$ cat src/rtl/reg_file_mp_if.sv
// Bundle of read, write, scoreboard, clear and debug signals for the multi-port register file.
// master = decode/writeback side driving requests, slave = the register file itself.
interface reg_file_mp_if #(
   parameter int XLEN   = 32,
   parameter int NREGS  = 32,
   parameter int NUM_RD = 2
);
   localparam int AW = $clog2(NREGS);

   logic [NUM_RD*AW-1:0]   rd_addr;
   logic [NUM_RD*XLEN-1:0] rd_data;
   logic [NUM_RD-1:0]      rd_busy;

   logic                   wr0_en;
   logic [AW-1:0]          wr0_addr;
   logic [XLEN-1:0]        wr0_data;
   logic                   wr1_en;
   logic [AW-1:0]          wr1_addr;
   logic [XLEN-1:0]        wr1_data;

   logic                   alloc_en;
   logic [AW-1:0]          alloc_addr;
   logic [NREGS-1:0]       busy_vec;

   logic                   clr_req;
   logic                   clr_busy;
   logic                   clr_done;

   logic [AW-1:0]          dbg_addr;
   logic [XLEN-1:0]        dbg_data;

   modport master (
      output rd_addr, wr0_en, wr0_addr, wr0_data, wr1_en, wr1_addr, wr1_data,
             alloc_en, alloc_addr, clr_req, dbg_addr,
      input  rd_data, rd_busy, busy_vec, clr_busy, clr_done, dbg_data
   );

   modport slave (
      input  rd_addr, wr0_en, wr0_addr, wr0_data, wr1_en, wr1_addr, wr1_data,
             alloc_en, alloc_addr, clr_req, dbg_addr,
      output rd_data, rd_busy, busy_vec, clr_busy, clr_done, dbg_data
   );
endinterface

$ cat src/rtl/reg_file_mp.sv
// Multi-port RV32 integer register file: NUM_RD combinational reads, two write ports, busy scoreboard
// and a sequenced clear engine. Define RF_BYPASS_EN to forward same-cycle write data to the read ports.
module reg_file_mp #(
   parameter int XLEN   = 32,
   parameter int NREGS  = 32,
   parameter int NUM_RD = 2
) (
   input  logic         clk,
   input  logic         reset_n,
   reg_file_mp_if.slave rf
);
   localparam int AW = $clog2(NREGS);

   typedef enum logic [1:0] {
      ST_IDLE  = 2'd0,
      ST_CLEAR = 2'd1,
      ST_DONE  = 2'd2
   } state_t;

   state_t          state_reg, state_next;
   logic [AW-1:0]   clr_cnt_reg, clr_cnt_next;

   logic            clr_busy_int;
   logic            clr_done_int;
   logic            clear_active;
   logic            accept;
   logic            clr_start;

   logic [XLEN-1:0] reg_q  [NREGS];
   logic            busy_q [NREGS];

   // ---------------- clear engine ----------------
   always_ff @(posedge clk or negedge reset_n) begin
      if (!reset_n) begin
         state_reg   <= ST_IDLE;
         clr_cnt_reg <= '0;
      end else begin
         state_reg   <= state_next;
         clr_cnt_reg <= clr_cnt_next;
      end
   end

   always_comb begin
      state_next   = state_reg;
      clr_cnt_next = clr_cnt_reg;
      case (state_reg)
         ST_IDLE: begin
            if (rf.clr_req) begin
               state_next   = ST_CLEAR;
               clr_cnt_next = AW'(1);
            end
         end
         ST_CLEAR: begin
            clr_cnt_next = clr_cnt_reg + AW'(1);
            if (clr_cnt_reg == AW'(NREGS - 1)) begin
               state_next = ST_DONE;
            end
         end
         ST_DONE: begin
            state_next = ST_IDLE;
         end
         default: begin
            state_next = ST_IDLE;
         end
      endcase
   end

   always_comb begin
      clr_busy_int = 1'b0;
      clr_done_int = 1'b0;
      clear_active = 1'b0;
      case (state_reg)
         ST_CLEAR: begin
            clr_busy_int = 1'b1;
            clear_active = 1'b1;
         end
         ST_DONE: begin
            clr_busy_int = 1'b1;
            clr_done_int = 1'b1;
         end
         default: begin
         end
      endcase
   end

   // Writes and allocations are only honoured while the clear engine is idle.
   assign accept    = !clr_busy_int;
   assign clr_start = accept && rf.clr_req;

   assign rf.clr_busy = clr_busy_int;
   assign rf.clr_done = clr_done_int;

   // ---------------- register storage and scoreboard ----------------
   for (genvar gi = 0; gi < NREGS; gi++) begin : g_reg
      if (gi == 0) begin : g_zero
         assign reg_q[gi]  = '0;
         assign busy_q[gi] = 1'b0;
      end else begin : g_live
         logic [XLEN-1:0] data_reg;
         logic            busy_reg;
         logic            hit0, hit1, hit_alloc, hit_clr;

         assign hit0      = accept && rf.wr0_en   && (rf.wr0_addr   == AW'(gi));
         assign hit1      = accept && rf.wr1_en   && (rf.wr1_addr   == AW'(gi));
         assign hit_alloc = accept && rf.alloc_en && (rf.alloc_addr == AW'(gi));
         assign hit_clr   = clear_active && (clr_cnt_reg == AW'(gi));

         // The late unit (port 1) overrides WB on an address collision.
         always_ff @(posedge clk or negedge reset_n) begin
            if (!reset_n) begin
               data_reg <= '0;
            end else if (hit_clr) begin
               data_reg <= '0;
            end else if (hit1) begin
               data_reg <= rf.wr1_data;
            end else if (hit0) begin
               data_reg <= rf.wr0_data;
            end
         end

         // A new producer allocated in the same cycle as a writeback keeps the register pending.
         always_ff @(posedge clk or negedge reset_n) begin
            if (!reset_n) begin
               busy_reg <= 1'b0;
            end else if (clr_start) begin
               busy_reg <= 1'b0;
            end else if (hit_alloc) begin
               busy_reg <= 1'b1;
            end else if (hit0 || hit1) begin
               busy_reg <= 1'b0;
            end
         end

         assign reg_q[gi]  = data_reg;
         assign busy_q[gi] = busy_reg;
      end
   end

   logic [NREGS-1:0] busy_pack;
   always_comb begin
      busy_pack = '0;
      for (int i = 0; i < NREGS; i++) begin
         busy_pack[i] = busy_q[i];
      end
   end
   assign rf.busy_vec = busy_pack;

   // ---------------- read ports ----------------
   logic [XLEN-1:0] rd_data_arr [NUM_RD];
   logic            rd_busy_arr [NUM_RD];

   for (genvar gi = 0; gi < NUM_RD; gi++) begin : g_rd
      logic [AW-1:0] ra;
      assign ra = rf.rd_addr[gi*AW +: AW];
`ifdef RF_BYPASS_EN
      logic byp0, byp1, alloc_same;
      assign byp1       = accept && rf.wr1_en   && (rf.wr1_addr   == ra) && (ra != '0);
      assign byp0       = accept && rf.wr0_en   && (rf.wr0_addr   == ra) && (ra != '0);
      assign alloc_same = accept && rf.alloc_en && (rf.alloc_addr == ra);
      assign rd_data_arr[gi] = byp1 ? rf.wr1_data : (byp0 ? rf.wr0_data : reg_q[ra]);
      assign rd_busy_arr[gi] = (byp1 || byp0) ? alloc_same : busy_q[ra];
`else
      assign rd_data_arr[gi] = reg_q[ra];
      assign rd_busy_arr[gi] = busy_q[ra];
`endif
   end

   logic [NUM_RD*XLEN-1:0] rd_data_pack;
   logic [NUM_RD-1:0]      rd_busy_pack;
   always_comb begin
      rd_data_pack = '0;
      rd_busy_pack = '0;
      for (int k = 0; k < NUM_RD; k++) begin
         rd_data_pack[k*XLEN +: XLEN] = rd_data_arr[k];
         rd_busy_pack[k]              = rd_busy_arr[k];
      end
   end
   assign rf.rd_data = rd_data_pack;
   assign rf.rd_busy = rd_busy_pack;

   // Debug/trace port always shows the stored value.
   assign rf.dbg_data = reg_q[rf.dbg_addr];

endmodule

$ cat src/flat_wrapper.sv
// flat-port wrapper written by rule: the top's interface ports become plain ports
module reg_file_mp_flat 
#(
   parameter int XLEN   = 32,
   parameter int NREGS  = 32,
   parameter int NUM_RD = 2
)
  (clk, reset_n, rf_rd_addr, rf_wr0_en, rf_wr0_addr, rf_wr0_data, rf_wr1_en, rf_wr1_addr, rf_wr1_data, rf_alloc_en, rf_alloc_addr, rf_clr_req, rf_dbg_addr, rf_rd_data, rf_rd_busy, rf_busy_vec, rf_clr_busy, rf_clr_done, rf_dbg_data);
  reg_file_mp_if #(.XLEN(XLEN), .NREGS(NREGS), .NUM_RD(NUM_RD)) rf_i ();
  input  logic clk;
  input  logic reset_n;
  input wire logic [$bits(rf_i.rd_addr)-1:0] rf_rd_addr;
  input wire logic [$bits(rf_i.wr0_en)-1:0] rf_wr0_en;
  input wire logic [$bits(rf_i.wr0_addr)-1:0] rf_wr0_addr;
  input wire logic [$bits(rf_i.wr0_data)-1:0] rf_wr0_data;
  input wire logic [$bits(rf_i.wr1_en)-1:0] rf_wr1_en;
  input wire logic [$bits(rf_i.wr1_addr)-1:0] rf_wr1_addr;
  input wire logic [$bits(rf_i.wr1_data)-1:0] rf_wr1_data;
  input wire logic [$bits(rf_i.alloc_en)-1:0] rf_alloc_en;
  input wire logic [$bits(rf_i.alloc_addr)-1:0] rf_alloc_addr;
  input wire logic [$bits(rf_i.clr_req)-1:0] rf_clr_req;
  input wire logic [$bits(rf_i.dbg_addr)-1:0] rf_dbg_addr;
  output wire logic [$bits(rf_i.rd_data)-1:0] rf_rd_data;
  output wire logic [$bits(rf_i.rd_busy)-1:0] rf_rd_busy;
  output wire logic [$bits(rf_i.busy_vec)-1:0] rf_busy_vec;
  output wire logic [$bits(rf_i.clr_busy)-1:0] rf_clr_busy;
  output wire logic [$bits(rf_i.clr_done)-1:0] rf_clr_done;
  output wire logic [$bits(rf_i.dbg_data)-1:0] rf_dbg_data;
  assign rf_i.rd_addr = rf_rd_addr;
  assign rf_i.wr0_en = rf_wr0_en;
  assign rf_i.wr0_addr = rf_wr0_addr;
  assign rf_i.wr0_data = rf_wr0_data;
  assign rf_i.wr1_en = rf_wr1_en;
  assign rf_i.wr1_addr = rf_wr1_addr;
  assign rf_i.wr1_data = rf_wr1_data;
  assign rf_i.alloc_en = rf_alloc_en;
  assign rf_i.alloc_addr = rf_alloc_addr;
  assign rf_i.clr_req = rf_clr_req;
  assign rf_i.dbg_addr = rf_dbg_addr;
  assign rf_rd_data = rf_i.rd_data;
  assign rf_rd_busy = rf_i.rd_busy;
  assign rf_busy_vec = rf_i.busy_vec;
  assign rf_clr_busy = rf_i.clr_busy;
  assign rf_clr_done = rf_i.clr_done;
  assign rf_dbg_data = rf_i.dbg_data;
  reg_file_mp #(.XLEN(XLEN), .NREGS(NREGS), .NUM_RD(NUM_RD)) u_core (.clk(clk), .reset_n(reset_n), .rf(rf_i));
endmodule
$ cat config.mk
export PLATFORM = sky130hd
export DESIGN_NAME = reg_file_mp_flat
export DESIGN_NICKNAME = d
export VERILOG_FILES = /design/src/rtl/reg_file_mp_if.sv /design/src/rtl/reg_file_mp.sv /design/src/flat_wrapper.sv
export SDC_FILE = /design/constraint.sdc
export NUM_CORES = 2
export LEC_CHECK = 0
export CELL_PAD_IN_SITES_DETAIL_PLACEMENT = 0
export CELL_PAD_IN_SITES_GLOBAL_PLACEMENT = 1
export CORE_AREA = 5 5 521 266
export CTS_CLUSTER_SIZE = 12
export DETAILED_ROUTE_END_ITERATION = 12
export DIE_AREA = 0 0 526 271
export PLACE_DENSITY = 0.83
export SETUP_SLACK_MARGIN = 0.02
export SYNTH_ARGS = -nofsm -noshare
export SYNTH_HDL_FRONTEND = slang
export SYNTH_SLANG_ARGS = --single-unit
$ cat constraint.sdc
create_clock -name clk -period 6.23 [get_ports clk]
set_input_delay 0.9345 -clock clk [delete_from_list [all_inputs] [get_ports clk]]
set_output_delay 0.9345 -clock clk [all_outputs]
set_load 0.02 [all_outputs]
==> reports/metrics.yaml <==
status:
  status: "finished, violations left"
  violations: "max-capacitance violations, max-slew violations"
floorplan:
  core_um2: 133000
  die-width_um: 526
  num_io_pins: 232
  dieArea_um2: 143000
  floorplan.initialDensity: 0.557
  die-height_um: 271
  row_count: 95
power:
  p_sw_frac: 0.388
  p_comb_frac: 0.387
  cellPowerDensity_nw_per_um2: 388
  p_sw_w: 0.0123
  power.share.clock: 0.204
  leakage_nw: 30.5
  peakVddDrop_mv: 0.259
  p_seq_frac: 0.409
  p_int_w: 0.0194
cts:
  cts-root-buf: "clkbuf_16"
  worstSkewPairLatency_ns: 0.77
  cts_resized: 0
  cts.sinks: 1030
  clock_path_buffers: 3
  cts_hold_buf: 0
  cts_setup_buffers: 0
  numCtsBuffers: 104
  cts_htree_levels: 3
  clk_pin_slew_worst_paths_ns: 0.06
  cts_tree: "built"
sta:
  hold_viol_final: 0
  finalCriticalPeriod_ns: 5.66
  drv_slew: 6
  final.setup.tns_ns: 0
  worst_slew_pin_slew_ns: 1.57
  rsz0062_at_grt: "no"
  max-slew-margin-rel: -0.0527
  setup_viol: 0
  skew_ns: 0.0395
  fmax_ghz: 0.177
  fin_crit_sh: 0.908
  fin_ws_ns: 0.571
synthesis:
  yosysSeqAreaShare: 0.347
  yosys_register_bits: 1030
  synth_area_leaders: "dfrtp_1 (35%), mux4_2 (18%), mux2i_1 (17%)"
  yosysTopAreaCell: "dfrtp_1"
  syn_area_um2: 74300
  synthCells: 6085
  synthesis.nets: 6195
  yosysUniqueCellTypes: 51
  postSynthAreaPerCell_um2: 12.2
  synth_top_area_frac: 0.347
  yosysWarnings: 0
cells_and_area:
  mostFrequentLayoutCells: "mux2i_1 (1289), dfrtp_1 (1030), o2bb2ai_1 (976), mux4_2 (588), buf_4 (314)"
  mostFrequentLayoutCell: "mux2i_1"
  drive_above_1_share: 0.224
  syn2layout_area_growth_pct: 9.89
  instances_no_fill: 7766
  utilization: 0.612
  fin_area_um2: 81600
  largest_reg_flops: 992
  fin_nets: 5991
setup_path:
  cp.arrival_ns: 4.72
  critPathRequiredTime_ns: 5.30
  slowest_stage: "o31ai_1"
  path_cells: "buf_4 -> nor2b_4 -> a22o_1 -> a211oi_1 -> o31ai_1 -> clkdlybuf4s50_1"
  critPathKind: "in -> out"
  crit_path_end_kind: "primary output"
  start_kind: "input pin"
  worstPathMaxFanout: 20
  slowest_delay_ns: 1.24
place:
  post-place-ws_ns: 1.03
  finalWeightedCongestion: 1.05
  dp_cells: 7569
  port_buffers: 230
  hpwl_um: 226000
  placed_cell_area_um2: 78300
route:
  viasPerCell: 8.74
  dr.pass1.iters: 12
  dr.first_iter.drc_count: 14100
  post_drt_wl_per_cell_um: 47.5
  post-route-drc-count: 0
  ant_nets: 0
  dr_total_vias: 67900
  routed_wl_um: 369000
worst_hold_path:
  hp-class: "in -> async"
flow_run:
  maxCapViolCount: 2
global_route:
  grt_pass1_vias: 64000
  grt_start_max_net_pins: 159
  antenna_found_initial: 30
  grt-ovfl-total: 0
  grtUsageTotal: 0.502
  grt_pass1_wl_um: 509000
-- worst max-delay path: cells and delay by family --
family | cells | cell delay [ns]
AOI/OAI and AO/OA | 3 | 1.58
and+or+nand+nor | 1 | 0.97
buffers and inverters | 2 | 1.19
-- power groups by stage --
stage / Sequential [W] / Combinational [W] / Clock (W)
final: 0.0129 / 0.0122 / 0.00647
after floorplan: 0.0114 / 0.00835 / 0
after CTS: 0.0125 / 0.0117 / 0.00638
after global routing: 0.0131 / 0.0126 / 0.00666
after global placement: 0.0124 / 0.0114 / 0
after detailed placement: 0.0125 / 0.0117 / 0
-- routing by layer --
layer | track usage | vias to the layer above | wire (um)
li1 | - | 24100 | -
met1 | 0.636 | 34100 | 130000
met2 | 0.594 | 7895 | 131000
met3 | 0.406 | 1671 | 83600
met4 | 0.224 | 64 | 22000
met5 | 0.0810 | - | 2240
-- kinds of logic after synthesis --
| kind of cell | Yosys count | share of synthesized area |
|---|---|---|
| buffers and inverters | 886 | 0.0544 |
| AND/OR/NAND/NOR | 430 | 0.0356 |
| adder cells (fa/ha/maj) | 10 | 0.00169 |
| flip-flops | 1030 | 0.347 |
| other | 1 | 0.0000505 |
| AO/OA/AOI/OAI | 1753 | 0.194 |
| multiplexers | 1975 | 0.367 |
-- path summary, 6_finish.rpt --
kind / startpoint / to / slack, ns / cells after the start
setup / recovery: rf_rd_addr[1] / rf_rd_data[14] / 0.57 / 6
hold / removal: reset_n / u_core.g_reg[19].g_live.busy_reg$_DFFE_PN0P_ / 0.21 / 1
setup reg to reg: u_core.state_reg[1]$_DFFE_PN0P_ / u_core.g_reg[29].g_live.data_reg[1]$_DFFE_PN0P_ / 1.78 / 7
hold reg to reg: u_core.g_reg[22].g_live.data_reg[17]$_DFFE_PN0P_ / u_core.g_reg[22].g_live.data_reg[17]$_DFFE_PN0P_ / 0.53 / 1
max in group asynchronous: reset_n / u_core.g_reg[20].g_live.data_reg[4]$_DFFE_PN0P_ / 4.29 / 3
min in group clk: u_core.g_reg[22].g_live.data_reg[17]$_DFFE_PN0P_ / u_core.g_reg[22].g_live.data_reg[17]$_DFFE_PN0P_ / 0.53 / 1
-- area by class of cell --
class                      count  area, um^2
antenna                       24        60.1
clock inverter                19         215
timing repair buffer         566        5110
sequential                  1030       25800
tap                         1794        2240
inverter                      10        37.5
clock buffer                 154        3000
multi-input combinational   4169       45100
fill                       10400       51600
-- Yosys cell counts, drive strengths merged --
| cell type | number |
|---|---|
| nand3b | 10 |
| mux2i | 1289 |
| nand2b | 19 |
| o21ai | 102 |
| nand2 | 22 |
| a32o | 1 |
| dfrtp | 1030 |
| a32oi | 28 |
| o2bb2ai | 977 |
| or2 | 4 |
| and3 | 8 |
| inv | 10 |
| o31ai | 110 |
| ha | 10 |
| and3b | 3 |
| nor3b | 3 |
| or3b | 4 |
| nor3 | 83 |
| o22ai | 124 |
| mux4 | 588 |
| a311oi | 4 |
| a21o | 1 |
| nand4 | 12 |
| nand3 | 58 |
| or3 | 5 |
| and2 | 106 |
| buf | 392 |
| o21bai | 1 |
| nor2 | 72 |
| nor2b | 21 |
| clkbuf | 484 |
| mux2 | 98 |
| o32ai | 1 |
| a211oi | 102 |
| a22o | 296 |
| conb | 1 |
| a21oi | 6 |
-- per-stage QoR --
| step | power, W | hold WS, ns |
|---|---|---|
| 2_1_floorplan | 0.0197 | 0.483 |
| 3_3_place_gp | 0.0238 | 0.501 |
| 3_5_place_dp | 0.0242 | 0.510 |
| 4_1_cts | 0.0306 | 0.266 |
| 5_1_grt | 0.0323 | 0.272 |
| 6_report | 0.0316 | 0.208 |
Power figures use the tool's default switching activity.
